`src/rtl/spi_master_ctrl.sv`:
```
// Mode-0 SPI master sequencer: frames one FRAME_W-bit transfer per tx_start,
// MSB first, with a programmable half-period and busy/done/overrun status.
module spi_master_ctrl #(
   parameter int FRAME_W = 8
) (
   input  logic        clk,
   input  logic        rst,
   input  logic        tx_start,
   input  logic [31:0] tx_data,
   input  logic [31:0] clkdiv,
   input  logic        clr_overrun,
   input  logic        miso,
   output logic        sclk,
   output logic        mosi,
   output logic        cs_n,
   output logic [31:0] rx_data,
   output logic        busy,
   output logic        done,
   output logic        overrun
);

   typedef enum logic [2:0] {
      IDLE    = 3'd0,
      SETUP   = 3'd1,
      SCLK_HI = 3'd2,
      SCLK_LO = 3'd3,
      DONE    = 3'd4
   } state_t;

   localparam logic [5:0] FRAME_BITS = 6'(FRAME_W);

   state_t             state_r;
   logic [16:0]        cnt_r;
   logic [16:0]        half_r;
   logic [5:0]         bit_cnt_r;
   logic [FRAME_W-1:0] tx_shift_r;
   logic [FRAME_W-1:0] rx_shift_r;

   logic               phase_end_s;
   logic [FRAME_W:0]   rx_wide_s;
   logic [FRAME_W:0]   tx_wide_s;
   logic [FRAME_W-1:0] rx_next_s;
   logic [FRAME_W-1:0] tx_next_s;
   logic               unused_s;

   assign phase_end_s = ((cnt_r + 17'd1) == half_r);
   assign unused_s    = ^{clkdiv[31:16], tx_data, rx_wide_s[FRAME_W], tx_wide_s[FRAME_W]};

   // Next values of the shift registers; the wide forms keep FRAME_W=1 legal.
   always_comb begin
      rx_wide_s = {rx_shift_r, miso};
      tx_wide_s = {tx_shift_r, 1'b0};
      rx_next_s = rx_wide_s[FRAME_W-1:0];
      tx_next_s = tx_wide_s[FRAME_W-1:0];
   end

   // Transfer sequencer with registered bus and status outputs.
   always_ff @(posedge clk) begin
      if (!rst) begin
         state_r    <= IDLE;
         cnt_r      <= 17'd0;
         half_r     <= 17'd1;
         bit_cnt_r  <= 6'd0;
         tx_shift_r <= '0;
         rx_shift_r <= '0;
         sclk       <= 1'b0;
         mosi       <= 1'b0;
         cs_n       <= 1'b1;
         rx_data    <= 32'd0;
         busy       <= 1'b0;
         done       <= 1'b0;
         overrun    <= 1'b0;
      end else begin
         done <= 1'b0;

         // A request while busy is dropped but remembered; setting beats clearing.
         if (tx_start && busy) begin
            overrun <= 1'b1;
         end else if (clr_overrun) begin
            overrun <= 1'b0;
         end else begin
            overrun <= overrun;
         end

         case (state_r)
            IDLE, DONE: begin
               if (tx_start) begin
                  tx_shift_r <= tx_data[FRAME_W-1:0];
                  half_r     <= {1'b0, clkdiv[15:0]} + 17'd1;
                  cnt_r      <= 17'd0;
                  bit_cnt_r  <= 6'd0;
                  cs_n       <= 1'b0;
                  busy       <= 1'b1;
                  sclk       <= 1'b0;
                  mosi       <= tx_data[FRAME_W-1];
                  state_r    <= SETUP;
               end else begin
                  cs_n    <= 1'b1;
                  busy    <= 1'b0;
                  sclk    <= 1'b0;
                  mosi    <= 1'b0;
                  state_r <= IDLE;
               end
            end
            SETUP: begin
               if (phase_end_s) begin
                  cnt_r      <= 17'd0;
                  sclk       <= 1'b1;
                  rx_shift_r <= rx_next_s;
                  bit_cnt_r  <= bit_cnt_r + 6'd1;
                  state_r    <= SCLK_HI;
               end else begin
                  cnt_r <= cnt_r + 17'd1;
               end
            end
            SCLK_HI: begin
               if (phase_end_s) begin
                  cnt_r   <= 17'd0;
                  sclk    <= 1'b0;
                  state_r <= SCLK_LO;
                  // After the last sample mosi holds its final bit.
                  if (bit_cnt_r != FRAME_BITS) begin
                     tx_shift_r <= tx_next_s;
                     mosi       <= tx_next_s[FRAME_W-1];
                  end else begin
                     mosi <= mosi;
                  end
               end else begin
                  cnt_r <= cnt_r + 17'd1;
               end
            end
            SCLK_LO: begin
               if (phase_end_s) begin
                  cnt_r <= 17'd0;
                  if (bit_cnt_r == FRAME_BITS) begin
                     cs_n    <= 1'b1;
                     busy    <= 1'b0;
                     done    <= 1'b1;
                     rx_data <= 32'(rx_shift_r);
                     state_r <= DONE;
                  end else begin
                     sclk       <= 1'b1;
                     rx_shift_r <= rx_next_s;
                     bit_cnt_r  <= bit_cnt_r + 6'd1;
                     state_r    <= SCLK_HI;
                  end
               end else begin
                  cnt_r <= cnt_r + 17'd1;
               end
            end
            default: begin
               cs_n    <= 1'b1;
               busy    <= 1'b0;
               sclk    <= 1'b0;
               mosi    <= 1'b0;
               state_r <= IDLE;
            end
         endcase
      end
   end

endmodule

```
`config.mk`:
```
export PLATFORM = sky130hd
export DESIGN_NAME = spi_master_ctrl
export DESIGN_NICKNAME = d
export VERILOG_FILES = /design/src/rtl/spi_master_ctrl.sv
export SDC_FILE = /design/constraint.sdc
export NUM_CORES = 1
export LEC_CHECK = 0
export CORE_MARGIN = 4
export CORE_UTILIZATION = 46
export DETAILED_ROUTE_END_ITERATION = 6
export GPL_ROUTABILITY_DRIVEN = 0
export PLACE_DENSITY = 0.87
export SYNTH_ARGS = -nofsm -noshare
export SYNTH_HDL_FRONTEND = slang
export SYNTH_SLANG_ARGS = --single-unit
```
`constraint.sdc`:
```
create_clock -name clk -period 6 [get_ports clk]
set_clock_uncertainty 0.1 [all_clocks]
set_input_delay 1.2 -clock clk [delete_from_list [all_inputs] [get_ports clk]]
set_output_delay 1.2 -clock clk [all_outputs]
set_load 0.02 [all_outputs]
```
### Word level (Yosys, flattened, before mapping)

Cells that the tools add are included.

| word-level totals | value |
|---|---|
| register bits after elaboration | 72 |
| bits of input ports | 69 |
| output and inout bits | 38 |

| cells by class | value |
|---|---|
| add/subtract/negate cells | 3 |
| equal/unequal tests | 14 |
| multiplexer cells | 42 |
| bitwise logic cells | 2 |
| reductions and logical operators | 22 |

Operators by type and width:

| cell | number |
|---|---|
| $mux W17 | 2 |
| $pmux W17 S2 | 1 |
| $mux W6 | 4 |
| $mux W8 | 3 |
| $mux W7 | 3 |
| $pmux W6 S3 | 1 |
| $add A16 B1 Y17 const B | 1 |
| $add A17 B1 Y17 const B | 1 |
| $eq A17 B17 Y1 | 1 |
| $mux W1 | 17 |
| $pmux W8 S2 | 1 |
| $reduce_and A3 Y1 | 5 |
| $ne A2 B2 Y1 const B | 7 |
| $pmux W7 S2 | 1 |
| $mux W3 | 4 |
| $pmux W1 S3 | 4 |
| $pmux W3 S4 | 1 |
| $reduce_and A4 Y1 | 3 |
| $reduce_bool A2 Y1 | 4 |
| $add A6 B1 Y6 const B | 1 |
| $eq A3 B2 Y1 const B | 2 |
| $eq A6 B4 Y1 const B | 1 |
| $ne A6 B4 Y1 const B | 1 |
| $reduce_or A2 Y1 | 3 |
| 9 further kinds | 11 |

### Logic depth before layout (Yosys ltp)

Gate-level depths: netlist of the first run.

| logic depth | value |
|---|---|
| depth after elaboration | 4 |
| depth in mapped cells | 12 |
| depth with buffers taken out | 9 |

### Worst setup path after synthesis of the first run

No wires, ideal clock.

| path | value |
|---|---|
| path kind | register -> register |
| from | reg cnt_r[0] |
| to | reg cnt_r[16] |
| arrival time | 2720 ps |
| path slack | 3067 ps |
| stages on the path, launching flop included | 13 |
| clock period less this slack | 2933 ps |
| cell sequence | dfxtp_1 ha_1 nand3_1 buf_2 nor4_1 o221ai_1 nor4_2 nor4b_4 or3_1 buf_2 buf_6 o21ai_1 a21o_1 |

| on the way | value |
|---|---|
| cells in the longest elaborated chain, start to end | 4 |

RTL lines:

| what | line | source |
|---|---|---|
| start, declared | 33 | `logic [16:0] cnt_r;` |
| start signal, assigned | 113 | `cnt_r <= cnt_r + 17'd1;` |
| start signal, assigned | 129 | `cnt_r <= cnt_r + 17'd1;` |
| start signal, assigned | 148 | `cnt_r <= cnt_r + 17'd1;` |
| $add A17 B1 Y17 (*) | -- |  |
| $eq A17 B17 Y1 | 46 | `assign phase_end_s = ((cnt_r + 17'd1) == half_r);` |
| $mux W17 (*) | 106, 117, 133 |  |
| $pmux W17 S2 (*) | 85 | `case (state_r)` |

Every way passes the cells marked *; elsewhere a longest branch is shown, timed or not.
A chain may end at the register's enable or synchronous reset.

### Final worst setup path of the first run

| path | value |
|---|---|
| from | reg cnt_r[0] |
| to | reg bit_cnt_r[0] |

| on the way | value |
|---|---|
| cells in the longest elaborated chain, start to end | 4 |
| elaborated cells between the ends (all ways) | 5 |
| classes of those cells | add/sub (1); eq/ne (3); reduce/logical (1) |

RTL lines:

| what | line | source |
|---|---|---|
| $add A17 B1 Y17 (*) | 46 |  |
| $eq A17 B17 Y1 (*) | 46 |  |
| $ne A2 B2 Y1 (no source line) | -- |  |
| $reduce_and A5 Y1 (no source line) (*) | -- |  |
| end signal, assigned | 110 | `bit_cnt_r <= bit_cnt_r + 6'd1;` |
| end signal, assigned | 144 | `bit_cnt_r <= bit_cnt_r + 6'd1;` |
| end, declared | 35 | `logic [5:0] bit_cnt_r;` |

Marked as above.

==> results.toml, run 1 <==
[sta]
hold_viol_final = 0
setup_tns_ns = 0
max_freq_mhz = 241
slew_violations = 0
finalCritPeriodShare = 0.691
slew_headroom = 0.210
finalSetupViolCount = 0
tightestPinTransition_ns = 1.19
period_minus_slack_ns = 4.15
rsz0062_at_grt = "false"

[cells_and_area]
syn_to_final_growth_pct = 13.1
final_cells = 624
drive_gt1_frac = 0.0655
finalNetCount = 587
antenna_cells = 0
finish.instance_area_um2 = 4560
fillers = 737

[worst_setup_path]
r2r_start = "cnt_r[0]"
worstPathArrival_ns = 4.29
cp-start-kind = "register"
setup.worst_path.end_class = "register"
required_ns = 6.15
startpoint = "cnt_r[0]"
critical_path_class = "reg -> reg"
cp_max_fo = 16

[placed_design]
placed_cell_area_um2 = 4370
place_hpwl_um = 6690
place_inst = 608
io_buffers = 42

[synthesis]
syn_area_um2 = 4040
ys_seq_area_frac = 0.357
yosys_most_used_dff = "dfxtp_1"
synth_edf_count = 0
synth.avg_cell_area_um2 = 8.27
ys_warn_count = 0
syn_inst = 488
synth_commonest_cells = "dfxtp_1, nor2_1, nand2_1"
netlist.area_leader.share = 0.357
async_flop_share = 0
synthTopCellsByArea = "dfxtp_1, mux2i_1, nor2_1"
yosysMostFrequentCell = "dfxtp_1"
yosysUniqueCellTypes = 53
synth_top_area_cell = "dfxtp_1"
ys_ff_latch = 72

[die]
fp.dieH_um = 102
start_util = 0.481
die_x_um = 102
core_um2 = 8380
ios = 107
core.rowCount = 33
die_area_um2 = 10300

[routing]
drt-initial-drc-count = 374
ant_nets = 0
routedWlPerCell_um = 14.5
firstDrtPassIters = 5
wirelength_um = 9060
drc = 0
vias = 3583
viasPerCell = 5.74

[clock_tree]
ctsHoldBuffers = 0
cts_resized = 0
insertion_delay_ns = 0.36
root_buffer = "clkbuf_8"
clock_path_buffers = 2
htree_levels = 3
cts.reportedPaths.clkPinSlew_ns = 0.09
cts.sinks = 72
cts-buffers-inserted = 9
cts_tree = "yes"
post_cts_buffers = 0

[grt]
grt_pass1_wl_um = 15100
antenna_found_initial = 0
grt_overflow = 0
grt_max_degree = 38
grt_pass1_vias = 3306
grt_util_all_layers = 0.178

[hold_path]
hold_class = "reg -> reg"
hp-start = "bit_cnt_r[5]"

[pwr]
vdd_drop_max_mv = 0.143
p_per_area_nw_per_um2 = 227
leakagePower_uw = 0.00171

[status]
status = "completed"

[job]
maxCapViolations = 0
-- sequential cells by signal, indices dropped and copies added, names as in the netlist --
register,cells
cnt_r,17
half_r,17
rx_data,8
rx_shift_r,8
tx_shift_r,7
bit_cnt_r,6
state_r,3
busy,1
cs_n,1
done,1
mosi,1
overrun,1
sclk,1
-- worst paths after layout --
check / endpoint / slack (ns) / cells after the start
max reg2reg: bit_cnt_r[0] / 1.85 / 10
max: bit_cnt_r[0] / 1.85 / 10
min reg2reg: bit_cnt_r[5] / 0.38 / 1
min: bit_cnt_r[5] / 0.38 / 1
-- placed cells by master, fill, tap and decap left out, types with 19 or more instances in the layout --
cell type,instances
dfxtp_1,72
nor2_1,57
clkdlybuf4s50_1,42
nand2_1,33
mux2i_1,25
o21ai_0,24
conb_1,24
a21oi_1,22
nand3_1,20
xnor2_1,19
-- logic make-up (layout without fill, tap and decap cells) --
group | count (synthesis) | in the layout | share of synthesized area
AOI/OAI and AO/OA | 98 | 98 | 0.158
xor gates and xnor gates | 32 | 32 | 0.0695
adders and majority gates | 4 | 4 | 0.0124
buffers and inverters | 65 | 73 | 0.0921
DFF | 72 | 72 | 0.357
muxes | 25 | 25 | 0.0620
other | 1 | 24 | 0.000929
and+or+nand+nor | 191 | 191 | 0.247
-- metrics by stage --
step	hold WS (ns)	worst slack, ns	util	power, µW
finish	0.381	1.85	0.544	1040
global route	0.410	1.66	0.544	1080
CTS	0.377	1.98	0.544	1040
detailed placement	0.367	2.04	0.521	668
global placement	0.348	2.15	0.521	662
floorplan	0.335	3.07	-	635
-- power breakdown --
part | internal, µW | total [µW] | switching, µW
clock | 164 | 377 | 214
sequential | 495 | 511 | 15.6
combinational | 61.5 | 149 | 87.9
total | 720 | 1040 | 317
-- worst max-delay path: stages (launching register included) --
cell     delay, ns
dfxtp_1       0.50
ha_1          0.34
nand3_1       0.34
nor4_1        0.64
mux2i_1       0.19
nor4_2        0.36
nor4b_4       0.24
buf_4         0.24
nand3_1       0.47
and3_1        0.42
o21a_1        0.19
-- layout make-up --
class,count,area (µm²),share of cell area
Clock inverter,7,68.8,0.0151
Multi-Input combinational cell,374,2310,0.506
Tap cell,105,131,0.0288
Clock buffer,9,124,0.0272
Timing Repair Buffer,45,443,0.0971
Inverter,12,45.0,0.00987
Sequential cell,72,1440,0.316
-- routing by layer --
metal,part of all wire,track usage,vias to the layer above
met4,0.035,0.0982,0
met3,0.059,0.0227,34
met5,0,0,-
met1,0.44,0.223,1643
li1,-,-,1746
met2,0.47,0.297,160
(Power assumes the default switching activity.)
==> inputs of run 2 (changes only) <==
==> constraint.sdc (replaced) <==
create_clock -name clk -period 4.12 [get_ports clk]
set_clock_uncertainty 0.1 [all_clocks]
set_input_delay 0.824 -clock clk [delete_from_list [all_inputs] [get_ports clk]]
set_output_delay 0.824 -clock clk [all_outputs]
set_load 0.02 [all_outputs]
==> run 2 against run 1 <==
Via count fell by 0.33%; non-clock buffer count rose by 4; count of clock-buffer cells in the layout did not move; routed wire length fell by 0.91%; critical path type unchanged; critical endpoint is now cnt_r[4]; largest cell class unchanged.
==> results.toml, run 2 (synthesis results as in run 1) <==
[pwr]
leakagePower_uw = 0.00173
p_per_area_nw_per_um2 = 334
vdd_drop_max_mv = 0.203
power_uw = 1540

[die]
ios = 107
fp.dieH_um = 102
die_x_um = 102
start_util = 0.481
die_area_um2 = 10300
core.rowCount = 33
core_um2 = 8380

[clock_tree]
cts_tree = "yes"
root_buffer = "clkbuf_8"
clock_path_buffers = 2
cts-buffers-inserted = 9
cts.reportedPaths.clkPinSlew_ns = 0.08
ctsHoldBuffers = 0
post_cts_buffers = 0
insertion_delay_ns = 0.36
cts_resized = 0
htree_levels = 3
cts.sinks = 72

[grt]
grt_overflow = 0
grt_pass1_wl_um = 15000
grt_max_degree = 44
grt_util_all_layers = 0.178
grt_pass1_vias = 3326
antenna_found_initial = 0

[worst_setup_path]
critical_path_class = "reg -> reg"
worstPathArrival_ns = 3.88
cp-start-kind = "register"
cp_max_fo = 13
worst-path-stages = 11
critical-path-top-delay-family = "simple AND/OR/NAND/NOR gates"
crit_path_frequent_cell = "buf_4"
r2r_start = "cnt_r[0]"
required_ns = 4.30
slowest_stage = "nor3_1"
r2r_slack_ns = 0.42
slowest_delay_ns = 0.77
r2r_end = "cnt_r[4]"
ff2ff_path_depth = 11
cp_num_buf_inv = 2
setup.worst_path.end_class = "register"
worstPathCellList = "ha_1 > nand3_1 > buf_4 > nor4_1 > mux2i_1 > nor4_2 > nor4b_4 > buf_4 > nor3_1 > a21oi_1 > o21ai_0"

[routing]
ant_nets = 0
drc = 0
drt-initial-drc-count = 335
wirelength_um = 8980
viasPerCell = 5.69
routedWlPerCell_um = 14.3
vias = 3571
firstDrtPassIters = 5

[job]
maxCapViolations = 0

[status]
status = "completed"

[sta]
slew_violations = 0
setup_tns_ns = 0
finalCritPeriodShare = 0.898
rsz0062_at_grt = "false"
slew_headroom = 0.367
max_freq_mhz = 270
hold_viol_final = 0
finalSetupViolCount = 0
tightestPinTransition_ns = 0.942
period_minus_slack_ns = 3.70

[cells_and_area]
finalNetCount = 591
final_cell_mix = "dfxtp_1, nor2_1, clkdlybuf4s50_1"
reg.largest.list = "cnt_r x17, half_r x17"
antenna_cells = 0
drive_gt1_frac = 0.0727
final_common_cell = "dfxtp_1"
syn_to_final_growth_pct = 14.0

[placed_design]
place_hpwl_um = 6650
io_buffers = 42

[hold_path]
min_to = "tx_shift_r[0]"
hp-start = "tx_shift_r[0]"
hold_class = "reg -> reg"
holdPathStages = 2
-- run 2: power breakdown --
part | switching [µW] | internal (µW)
registers | 23.0 | 721
logic | 128 | 90.8
clock network | 287 | 286
-- run 2: metrics by stage --
step | std cells | hold WS (ns) | util | setup WS, ns | cell area [µm²]
after floorplan | 511 | 0.335 | - | 1.19 | 4120
after global placement | 612 | 0.348 | 0.525 | 0.647 | 4400
after detailed placement | 612 | 0.365 | 0.525 | 0.550 | 4400
after CTS | 628 | 0.378 | 0.549 | 0.507 | 4600
after global routing | 628 | 0.405 | 0.549 | 0.196 | 4600
final | 628 | 0.369 | 0.549 | 0.419 | 4600
-- run 2: per-layer routing --
layer | share of wire | vias up | global-route usage
met2 | 0.48 | 144 | 0.300
li1 | - | 1747 | -
met4 | 0.027 | 0 | 0.0890
met5 | 0 | - | 0
met1 | 0.43 | 1661 | 0.219
met3 | 0.067 | 19 | 0.0310
-- run 2: layout make-up --
| type | instances | area, µm² |
|---|---|---|
| Timing Repair Buffer | 49 | 473 |
| Sequential cell | 72 | 1440 |
| Clock buffer | 9 | 124 |
| Multi-Input combinational cell | 374 | 2310 |
| Clock inverter | 7 | 77.6 |
| Tap cell | 105 | 131 |
| Inverter | 12 | 45.0 |
| Fill cell | 727 | 3780 |
-- run 2: worst max path at each step --
stage / start / to
floorplan: cnt_r[0] / cnt_r[16]
global placement: cnt_r[0] / cnt_r[4]
global route: cnt_r[0] / cnt_r[12]
CTS: cnt_r[0] / cnt_r[15]
detailed placement: cnt_r[0] / cnt_r[15]
finish: cnt_r[0] / cnt_r[4]
-- run 2: tightest hold or removal path, stage by stage, from the launching register on --
cell and delay (ns):
dfxtp_1 0.31, nand2_1 0.05, o21ai_0 0.06
==> inputs of run 3 (changes only) <==
--- a/config.mk
+++ b/config.mk
@@ -10,6 +10,7 @@
 export DETAILED_ROUTE_END_ITERATION = 6
 export GPL_ROUTABILITY_DRIVEN = 0
 export PLACE_DENSITY = 0.87
+export SETUP_SLACK_MARGIN = 0.5
 export SYNTH_ARGS = -nofsm -noshare
 export SYNTH_HDL_FRONTEND = slang
 export SYNTH_SLANG_ARGS = --single-unit
==> run 3 against run 2 <==
Die area unchanged; utilization increased by 0.24 points; register-to-register slack improved by 0.30 ns; non-clock buffer count unchanged; sequential power about the same; critical endpoint is now rx_data[4]; largest power group unchanged.
==> results.toml, run 3 (synthesis results as in run 1) <==
[clock_tree]
htree_levels = 3
cts_tree = "yes"
cts.sinks = 72
cts.reportedPaths.clkPinSlew_ns = 0.09
clock_path_buffers = 2
ctsHoldBuffers = 0
root_buffer = "clkbuf_8"
insertion_delay_ns = 0.36
cts-buffers-inserted = 9

[cells_and_area]
final_cell_mix = "dfxtp_1, nor2_1, clkdlybuf4s50_1"
finalNetCount = 591
final_common_cell = "dfxtp_1"
final_cells = 628
fin_util = 0.551
drive_gt1_frac = 0.0822
syn_to_final_growth_pct = 14.5
antenna_cells = 0
reg.largest.list = "cnt_r x17, half_r x17"

[die]
core_um2 = 8380
start_util = 0.481
core.rowCount = 33
die_x_um = 102
die_area_um2 = 10300
ios = 107
fp.dieH_um = 102

[sta]
finalCritPeriodShare = 0.826
slew_headroom = 0.540
hold_viol_final = 0
rsz0062_at_grt = "false"
slew_violations = 0
finalSetupViolCount = 0
max_freq_mhz = 294
tightestPinTransition_ns = 0.688
setup_tns_ns = 0
period_minus_slack_ns = 3.40

[worst_setup_path]
cp_max_fo = 13
worstPathArrival_ns = 3.54
worstPathCellList = "ha_2 > nand3_1 > buf_4 > nor4_2 > o221ai_1 > nor4_2 > nor4b_4 > buf_4 > nand3_2 > mux2i_1 > nor2_1"
cp-start-kind = "register"
slowest_stage = "dfxtp_1"
r2r_slack_ns = 0.72
critical_path_class = "reg -> reg"
required_ns = 4.26
slowest_delay_ns = 0.45
setup.worst_path.end_class = "register"

[pwr]
vdd_drop_max_mv = 0.203
p_per_area_nw_per_um2 = 333
leakagePower_uw = 0.00173

[routing]
routedWlPerCell_um = 14.4
ant_nets = 0
firstDrtPassIters = 5
vias = 3597
drc = 0
wirelength_um = 9030
drt-initial-drc-count = 516
viasPerCell = 5.73

[grt]
grt_pass1_wl_um = 15000
grt_pass1_vias = 3326
grt_max_degree = 44
grt_overflow = 0
antenna_found_initial = 0
grt_util_all_layers = 0.178

[job]
maxCapViolations = 0

[hold_path]
hold_class = "reg -> reg"

[placed_design]
place_inst = 612
place_hpwl_um = 6650
io_buffers = 42

[status]
status = "completed"
[run 3: cell counts in the layout (fill, tap and decap cells not counted)]
No cell type changed its count.
[run 3: final cells by class]
| cell class | instances | area, µm² |
|---|---|---|
| Fill cell | 724 | 3760 |
| Multi-Input combinational cell | 374 | 2330 |
| Sequential cell | 72 | 1440 |
| Timing Repair Buffer | 49 | 473 |
| Tap cell | 105 | 131 |
| Clock buffer | 9 | 124 |
| Clock inverter | 7 | 77.6 |
| Inverter | 12 | 45.0 |
[run 3: worst paths after layout]
check / start / to / cells after the start
max reg2reg: cnt_r[1] / rx_data[4] / 11
min reg2reg: tx_shift_r[0] / tx_shift_r[0] / 2
max: cnt_r[1] / rx_data[4] / 11
min: tx_shift_r[0] / tx_shift_r[0] / 2
[run 3: metrics by stage]
| stage | setup slack, ns | power, µW | area [µm²] | hold WS, ns |
|---|---|---|---|---|
| 2_1_floorplan | 1.19 | 925 | 4120 | 0.335 |
| 3_3_place_gp | 0.647 | 967 | 4400 | 0.348 |
| 3_5_place_dp | 0.550 | 976 | 4400 | 0.365 |
| 4_1_cts | 0.507 | 1540 | 4600 | 0.378 |
| 5_1_grt | 0.536 | 1600 | 4620 | 0.405 |
| 6_report | 0.717 | 1540 | 4620 | 0.369 |
[run 3: per-layer routing]
metal / GRT usage / routed length, µm
met1: 0.219 / 3860
met3: 0.0310 / 556
met5: 0 / 0
met4: 0.0890 / 231
met2: 0.300 / 4380
[run 3: power by group]
part,switching (µW),internal [µW],total [µW],leakage [µW]
clock network,286,286,572,0.000101
registers,22.9,721,744,0.000587
logic,129,91.9,221,0.00104
total,438,1100,1540,0.00173
[run 3: critical path, delay by kind of cell, from the launching register on]
family	cells	cell delay (ns)
compound gates	1	0.18
fa+ha+maj	1	0.29
buf+inv	2	0.46
flops	1	0.45
mux	1	0.28
simple gates	6	1.51
[run 3: timing repair]
item | CTS | global route
setup endpoints to repair | 0 | 36
buffers inserted | 0 | 0
gates resized for setup | 0 | 5
